$ cat config.mk
export PLATFORM = sky130hd
export DESIGN_NAME = key_input_port
export DESIGN_NICKNAME = d
export VERILOG_FILES = /design/src/rtl/key_input_port_pkg.sv /design/src/rtl/key_input_port_debounce_line.sv /design/src/rtl/key_input_port.sv
export SDC_FILE = /design/constraint.sdc
export NUM_CORES = 1
export LEC_CHECK = 0
export ABC_CLOCK_PERIOD_IN_PS = 2640
export BUFFER_PORTS_ARGS = -buffer_cell sky130_fd_sc_hd__buf_2
export CORE_MARGIN = 3
export CORE_UTILIZATION = 55
export DETAILED_ROUTE_END_ITERATION = 10
export GPL_ROUTABILITY_DRIVEN = 1
export PLACE_DENSITY = 0.81
export SYNTH_ARGS = -nofsm -noshare
export SYNTH_HDL_FRONTEND = slang
export SYNTH_SLANG_ARGS = --single-unit
export TNS_END_PERCENT = 100
$ cat constraint.sdc
create_clock -name clock -period 2.64 [get_ports clock]
set_input_delay 0.132 -clock clock [delete_from_list [all_inputs] [get_ports clock]]
set_output_delay 0.132 -clock clock [all_outputs]
set_load 0.03 [all_outputs]
$ cat src/rtl/key_input_port_pkg.sv
// key_input_port_pkg: bus address, status-word field positions, command bits and event layout.
package key_input_port_pkg;
   localparam logic [15:0] KEY_PORT_ADDR = 16'hFFFE;
   localparam int VALID_BIT = 31;
   localparam int OVF_BIT = 30;
   localparam int CNT_LSB = 26;
   localparam int SW_LSB = 16;
   localparam int CMD_POP = 0;
   localparam int CMD_CLR = 1;
   typedef struct packed {
      logic press;
      logic [2:0] zero;
      logic [3:0] idx;
   } key_event_t;
endpackage

$ cat src/rtl/key_input_port_debounce_line.sv
// debounce_line: two-flop synchroniser plus stability counter; change pulses for one cycle when level flips.
module debounce_line #(
   parameter int CYCLES = 500000,
   parameter logic RESET_LEVEL = 1'b0
) (
   input logic clock,
   input logic reset_n,
   input logic raw,
   output logic level,
   output logic change
);
   localparam int CW = CYCLES > 1 ? $clog2(CYCLES) : 1;
   logic s1, s2;
   logic [CW-1:0] cnt;
   always_ff @(posedge clock)
      if (!reset_n) begin
         s1 <= RESET_LEVEL;
         s2 <= RESET_LEVEL;
         level <= RESET_LEVEL;
         cnt <= '0;
         change <= 1'b0;
      end else begin
         s1 <= raw;
         s2 <= s1;
         change <= 1'b0;
         if (s2 == level)
            cnt <= '0;
         else if (cnt == CW'(CYCLES - 1)) begin
            level <= s2;
            cnt <= '0;
            change <= 1'b1;
         end else
            cnt <= cnt + 1'b1;
      end
endmodule

$ cat src/rtl/key_input_port.sv
// key_input_port: memory-mapped, debounced push-button/switch input port with a key event FIFO.
module key_input_port
   import key_input_port_pkg::*;
#(
   parameter logic [15:0] ADDR = KEY_PORT_ADDR,
   parameter int NKEYS = 4,
   parameter int NSW = 10,
   parameter int DEBOUNCE_CYCLES = 500000,
   parameter int FIFO_DEPTH = 8
) (
   input logic clock,
   input logic reset_n,
   input logic [NKEYS-1:0] key_raw,
   input logic [NSW-1:0] sw_raw,
   input logic [15:0] address,
   input logic [31:0] data,
   input logic wren,
   output logic [31:0] q,
   output logic hit,
   output logic event_pending
);
   localparam int PW = $clog2(FIFO_DEPTH);
   logic [NKEYS-1:0] key_level, key_change, pending, pending_next, grant;
   logic [NSW-1:0] sw_level, sw_change_unused;
   logic [29:0] data_unused;
   logic grant_valid, clear, pop, full, accept, overflow;
   key_event_t ev, head;
   key_event_t mem [FIFO_DEPTH];
   logic [PW-1:0] rd, wr, wr_addr;
   logic [3:0] count, count_next;
   logic [31:0] word;

   for (genvar k = 0; k < NKEYS; k++) begin : g_key
      debounce_line #(.CYCLES(DEBOUNCE_CYCLES), .RESET_LEVEL(1'b1)) u_line (
         .clock(clock), .reset_n(reset_n), .raw(key_raw[k]),
         .level(key_level[k]), .change(key_change[k]));
   end
   for (genvar s = 0; s < NSW; s++) begin : g_sw
      debounce_line #(.CYCLES(DEBOUNCE_CYCLES), .RESET_LEVEL(1'b0)) u_line (
         .clock(clock), .reset_n(reset_n), .raw(sw_raw[s]),
         .level(sw_level[s]), .change(sw_change_unused[s]));
   end

   // Descending scan so the lowest pending key ends up granted.
   always_comb begin
      grant = '0;
      grant_valid = 1'b0;
      ev = '0;
      for (int i = NKEYS - 1; i >= 0; i--)
         if (pending[i]) begin
            grant = '0;
            grant[i] = 1'b1;
            grant_valid = 1'b1;
            ev = '{press: ~key_level[i], zero: 3'b000, idx: 4'(i)};
         end
   end

   assign data_unused = data[31:2];
   assign hit = address == ADDR;
   assign clear = hit && wren && data[CMD_CLR];
   assign pop = hit && wren && data[CMD_POP] && !clear && count != 4'd0;
   assign full = count == 4'(FIFO_DEPTH);
   assign accept = grant_valid && (clear || !full || pop);
   assign count_next = clear ? 4'(accept) : count + 4'(accept) - 4'(pop);
   assign pending_next = (pending & ~grant) | key_change;
   assign wr_addr = clear ? '0 : wr;

   always_ff @(posedge clock)
      if (!reset_n) begin
         pending <= '0;
         rd <= '0;
         wr <= '0;
         count <= '0;
         overflow <= 1'b0;
         event_pending <= 1'b0;
      end else begin
         pending <= pending_next;
         count <= count_next;
         event_pending <= count_next != 4'd0;
         rd <= clear ? '0 : rd + PW'(pop);
         wr <= wr_addr + PW'(accept);
         overflow <= !clear && (overflow || (grant_valid && full && !pop));
      end

   always_ff @(posedge clock)
      if (accept) mem[wr_addr] <= ev;

   assign head = count != 4'd0 ? mem[rd] : '0;

   always_comb begin
      word = '0;
      word[VALID_BIT] = count != 4'd0;
      word[OVF_BIT] = overflow;
      word[CNT_LSB +: 4] = count;
      word[SW_LSB +: NSW] = sw_level;
      word[7:0] = head;
   end

   assign q = hit && !wren ? word : '0;
endmodule
* After elaboration in Yosys (flattened, before gate mapping)
Memories as Yosys holds them, arrays and structs flattened. A register that Yosys moved wholly into a read port is not among the register bits.
Cells that the tools add are included.
** Cells by class
- $add $sub $neg :: 18
- Multiply operators :: 0
- Divide/modulo/power cells :: 0
- Order comparisons :: 0
- Eq/ne operators :: 30
- Shift-type cells :: 0
- Muxes and demuxes :: 23
- Bitwise gates (word level) :: 22
- Reductions and logical operators :: 52
** Operators by type and width (number)
- adder 19 x 1 -> 19 bit, second input constant :: 14
- equality test 19 bit, second input constant :: 14
- OR reduction 3 bit :: 14
- 2-to-1 mux 8 bit :: 5
- 2-to-1 mux 32 bit :: 1
- AND reduction 2 bit :: 14
- 2-to-1 mux 4 bit :: 5
- NOT 1 bit :: 19
- equality test 16 bit, second input constant :: 1
- equality test 1 bit :: 14
- logical AND 1 bit :: 10
- 2-to-1 mux 1 bit :: 10
- OR reduction 2 bit :: 5
- nonzero test 4 bit :: 2
- adder 3 x 1 -> 3 bit :: 2
- 2-to-1 mux 3 bit :: 2
- adder 4 x 1 -> 4 bit :: 1
- bitwise AND 4 bit :: 1
- equality test 4 bit, second input constant :: 1
- zero test 1 bit :: 4
- NOT 4 bit :: 1
- bitwise OR 4 bit :: 1
- subtractor 4 x 1 -> 4 bit :: 1
- logical OR 1 bit :: 3
** Storage, ports and cells
- Register bits :: 328
- Latch bits :: 0
- Memory bits (writable) :: 64
- Bits in read-only memories :: 0
- Bits of input ports :: 65
- Output and inout port bits :: 34
- Word-level logic and storage cells :: 212
- Memories :: 1
** Memory list
- mem :: words 8, bits a word 8, read ports 1, clocked after Yosys merged registers in 1, write ports 1, line key_input_port.sv:28 : key_event_t mem [FIFO_DEPTH];

* Depth between registers and ports, before layout
- Depth after elaboration :: 12
- Depth in mapped cells :: 12
- Depth with buffers taken out :: 12

* Modules after synthesis
A second synthesis with hierarchy kept.
** Unflattened totals
- Cells, all modules :: 1809
- Area total of the unflattened synthesis :: 16883.7 µm²
** By module, submodules not included
- debounce_line at g_sw[0].u_line ... :: times used 10, cells an instance 115, area each 1053.5 µm², sequential area each 460.4 µm²
- debounce_line at g_key[0].u_line ... :: times used 4, cells an instance 116, area each 1048.5 µm², sequential area each 460.4 µm²
- key_input_port :: times used 1, cells an instance 195, area each 2154.6 µm², sequential area each 1041.0 µm²

* Worst setup path before layout
No wires, ideal clock.
- Path kind :: reg-to-reg
- From :: reg count[2]
- To :: reg event_pending
- Library setup time :: 0.136 ns
- Data arrival time :: 2.475 ns
- Data required time :: 2.504 ns
- Path slack :: 0.029 ns
- Cell stages (with the launch flop) :: 12
- Buffers on the path :: 0
- Clock period less this slack :: 2.611 ns
- Cells stage by stage :: dfxtp_1 -> inv_1 -> ha_1 -> or3b_2 -> and2_1 -> and4b_1 -> ha_1 -> inv_1 -> ha_1 -> fa_1 -> xnor2_1 -> a41oi_1
** On the way
- Word-level cells in the longest chain between the ends :: 9
- Elaborated cells on any way between the ends :: 11
- Classes of those cells :: add/sub (2); eq/ne (1); mux (1); reduce/logical (7)
** Ends and longest elaborated chain
- from (decl) :: line key_input_port.sv:30 : logic [3:0] count, count_next;
- from (signal assigned) :: line key_input_port.sv:78 : count <= count_next;
- equality test 4 bit :: line key_input_port.sv:62 : assign full = count == 4'(FIFO_DEPTH);
- zero test 1 bit :: line key_input_port.sv:63 : assign accept = grant_valid && (clear || !full || pop);
- logical OR 1 bit (2 in series) :: line key_input_port.sv:63
- logical AND 1 bit :: line key_input_port.sv:63
- adder 4 x 1 -> 4 bit :: line key_input_port.sv:64 : assign count_next = clear ? 4'(accept) : count + 4'(accept) - 4'(pop);
- subtractor 4 x 1 -> 4 bit :: line key_input_port.sv:64
- 2-to-1 mux 4 bit (*) :: line key_input_port.sv:64
- nonzero test 4 bit (*) :: line key_input_port.sv:79 : event_pending <= count_next != 4'd0;
- to (signal assigned) :: line key_input_port.sv:75 : event_pending <= 1'b0;
- to (signal assigned) :: line key_input_port.sv:79
- to (decl) :: line key_input_port.sv:20 : output logic event_pending
Mark *: on every way between the ends. The rest lies on a longest branch, timed or not.
A chain may end at the register's enable or synchronous reset.

* Worst setup path after layout
Ends and elaborated chain as after synthesis.

==> qor.txt <==
Status = complete, no violations
CP cell instances = inv_2, ha_4, or3b_4, and2_4, and4b_1, ha_1, inv_2, ha_4, fa_2, xnor2_2, a41oi_2
Vias in the first global route = 11990
Post-layout util = 0.6419
# DRC = 0
Max-slew violations = 0
Seq/Total Area, Yosys = 0.4645
Slew HR = 0.4005
Netlist Area Pre-Place = 15690 sq um
Routability Congestion = 0.8404
Register bit total from synthesis = 352
Avg WL per Cell = 14.54 um
Congestion Overflow GR = 0
Layout cells sized above 1 = 0.1074
Initial Util = 0.5616
R2R cell count = 11
Slew @ Worst Pin = 0.8899 ns
Primary FF master, synth = dfxtp_1
CP delay by family, top = adder cells
CTS tree = yes
Post-place setup slack = -0.1200 ns
H-tree depth = 2
Worst hold margin = 0.07804 ns
Max Clock Skew = 0.02246 ns
Synth-to-Final Area Change = 14.29%
Largest net degree at the start of global routing = 25
Worst endpoint required time = 3.00 ns
Syn_area_per_cell = 9.011 sq um
Io pins = 99
CP Max Fanout = 2
Hold Crit Start = data[1]
Overall Power = 10.95 mW
Drt first-iter violations = 632
Endpoints failing setup = 0
Leakage power = 5.767 nW
Clk root buf = clkbuf_16
Most frequent cells in the layout = 327 x dfxtp_1, 236 x nor2_1, 116 x nand2_1, 102 x xnor2_1, 91 x nand3_1
Ys async rst share = 0
Reg clk slew, reported paths = 0.06 ns
Hold Path Sink = count[0]$_SDFF_PN0_
Flop2flop setup slack = 0.06 ns
Rows = 61
Mapped Cells = 1741
Fin worst setup slack = 0.05725 ns
DRT Pass-1 Iters = 5
Maximum clock path buffer count = 3
Hold Path Class = in2reg
IO Port Bufs = 55
WS Path Type = reg2reg
Chip width = 174.9 um
First-pass GRT wire length = 55.17 mm
Hpwl dp = 22.16 mm
Vias per inst = 5.638
Worst-Skew Late Latency = 0.52 ns
Initial antenna violation count = 2
Slowest cell on the critical path = or3b_4
CP max stage delay = 0.38 ns
Worst vdd ir = 0.0003972 V
FF-to-FF End = event_pending$_SDFF_PN0_
Worst path depth = 11
Synth warn = 0
Crit path time final = 2.583 ns
Crit end category = register
Period utilization = 0.9783
CP Launch Type = register
Die H = 174.9 um
DR vias = 12640
RR Startpoint = count[2]$_SDFF_PN0_
Unique masters post-synth = 69
DRT antenna net count = 0
Commonest non-fill, non-tap cell in the layout = dfxtp_1
TNS Setup = 0 ns
Final layout net count = 1925
Max-Cap Viols = 0
EDFF count, synth = 24
Final hold violations = 0
Fmax = 0.3872 GHz
CORE AREA = 27930 sq um
CTS Sinks = 352
Worst Hold Depth = 3
Worst Setup SP = count[2]$_SDFF_PN0_
Pwr/cell area = 610.9 nW/um^2
Worst path arrival time = 2.95 ns
Die area = 30580 sq um
TritonCTS Buffers = 37
All-Layer GR Usage = 0.2098
Final WL = 32.59 mm
WP buf/inv = 2
[area by class of cell]
| class | instances | area [sq um] |
|---|---|---|
| timing repair buffer | 100 | 660.6 |
| sequential | 352 | 7288 |
| tap | 378 | 473.0 |
| clock inverter | 11 | 136.4 |
| antenna | 1 | 2.502 |
| multi-input combinational | 1272 | 7958 |
| clock buffer | 56 | 1141 |
| inverter | 72 | 270.3 |
| fill | 2274 | 10000 |
[how the worst max path moves through the flow]
stage / slack, ns / endpoint
finish: 0.06 / event_pending$_SDFF_PN0_
global route: -0.05 / wr[2]$_SDFF_PN0_
CTS: 0.02 / event_pending$_SDFF_PN0_
detailed placement: -0.12 / event_pending$_SDFF_PN0_
global placement: -0.03 / event_pending$_SDFF_PN0_
floorplan: 0.03 / event_pending$_SDFF_PN0_
[per-stage QoR]
stage	std cells	instance area, sq um
floorplan	1753	15730
global placement	2159	16440
detailed placement	2159	16440
CTS	2240	17890
global route	2241	17930
finish	2242	17930
[flip-flops by register name, summed over array words and instances, names as in the netlist]
signal               cells
count                    4
event_pending            1
g_key.u_line.change      4
g_key.u_line.cnt        76
g_key.u_line.level       4
g_key.u_line.s1          4
g_key.u_line.s2          4
g_sw.u_line.cnt        190
g_sw.u_line.level       10
g_sw.u_line.s1          10
g_sw.u_line.s2          10
mem                     24
overflow                 1
pending                  4
rd                       3
wr                       3
[worst min-delay path: cells and delay by family]
family | cells | cell delay (ns)
AOI/OAI and AO/OA | 1 | 0.17
buffers and inverters | 1 | 0.16
and+or+nand+nor | 1 | 0.10
[synth_stat cells, drive strengths merged (3+ instances only)]
| cell | instances | area (sq um) |
|---|---|---|
| dfxtp | 328 | 6566 |
| nor2 | 236 | 885.9 |
| nand2 | 116 | 435.4 |
| xnor2 | 104 | 910.9 |
| nand3 | 92 | 465.5 |
| a21oi | 86 | 430.4 |
| xor2 | 80 | 700.7 |
| inv | 72 | 270.3 |
| or3 | 62 | 391.6 |
| nand4 | 59 | 387.9 |
| o21ai | 54 | 270.3 |
| nor4 | 47 | 294.0 |
| or4 | 41 | 319.0 |
| clkbuf | 36 | 145.1 |
| and2 | 35 | 220.2 |
| nor3 | 32 | 160.2 |
| and3 | 30 | 188.9 |
| o31ai | 27 | 202.7 |
| and4 | 26 | 227.7 |
| edfxtp | 24 | 720.7 |
| ha | 24 | 300.3 |
| nor4b | 22 | 192.7 |
| buf | 21 | 141.4 |
| nand2b | 11 | 68.82 |
| o21bai | 8 | 93.84 |
| mux4 | 6 | 135.1 |
| or2 | 6 | 37.54 |
| or4b | 6 | 60.06 |
| mux2i | 5 | 50.05 |
| a21o | 4 | 30.03 |
| a21bo | 3 | 30.03 |
| nand4b | 3 | 26.28 |
| nor4bb | 3 | 30.03 |
| o311ai | 3 | 33.79 |
[where the power goes]
part / switching, mW / total, mW / internal (mW)
clock: 2.08 / 5.37 / 3.29
sequential: 0.0152 / 5.40 / 5.39
combinational: 0.117 / 0.185 / 0.0675
total: 2.21 / 11.0 / 8.74
[per-layer routing]
metal,global-route usage,routed length [um]
met1,0.2614,14330
met2,0.3647,15700
met3,0.03390,1422
met4,0.08178,1116
met5,0,21
[timing repair]
item                       in CTS  in global routing
buffers inserted                0                  1
resized for setup               8                  9
pin swaps                       5                  5
setup endpoints to repair       3                  3
gates cloned                    0                  0
hold endpoints to repair       14                  0
hold buffers                   14                  0
[cell families after synthesis]
| family | share of synthesized area |
|---|---|
| AND/OR/NAND/NOR | 0.2859 |
| flip-flops | 0.4645 |
| AO/OA/AOI/OAI | 0.07896 |
| XOR/XNOR | 0.1027 |
| buffers and inverters | 0.03549 |
| adder cells (fa/ha/maj) | 0.02042 |
| multiplexers | 0.01180 |
| other | 0.0002390 |
Note: power is estimated with default switching activity, not from simulation.
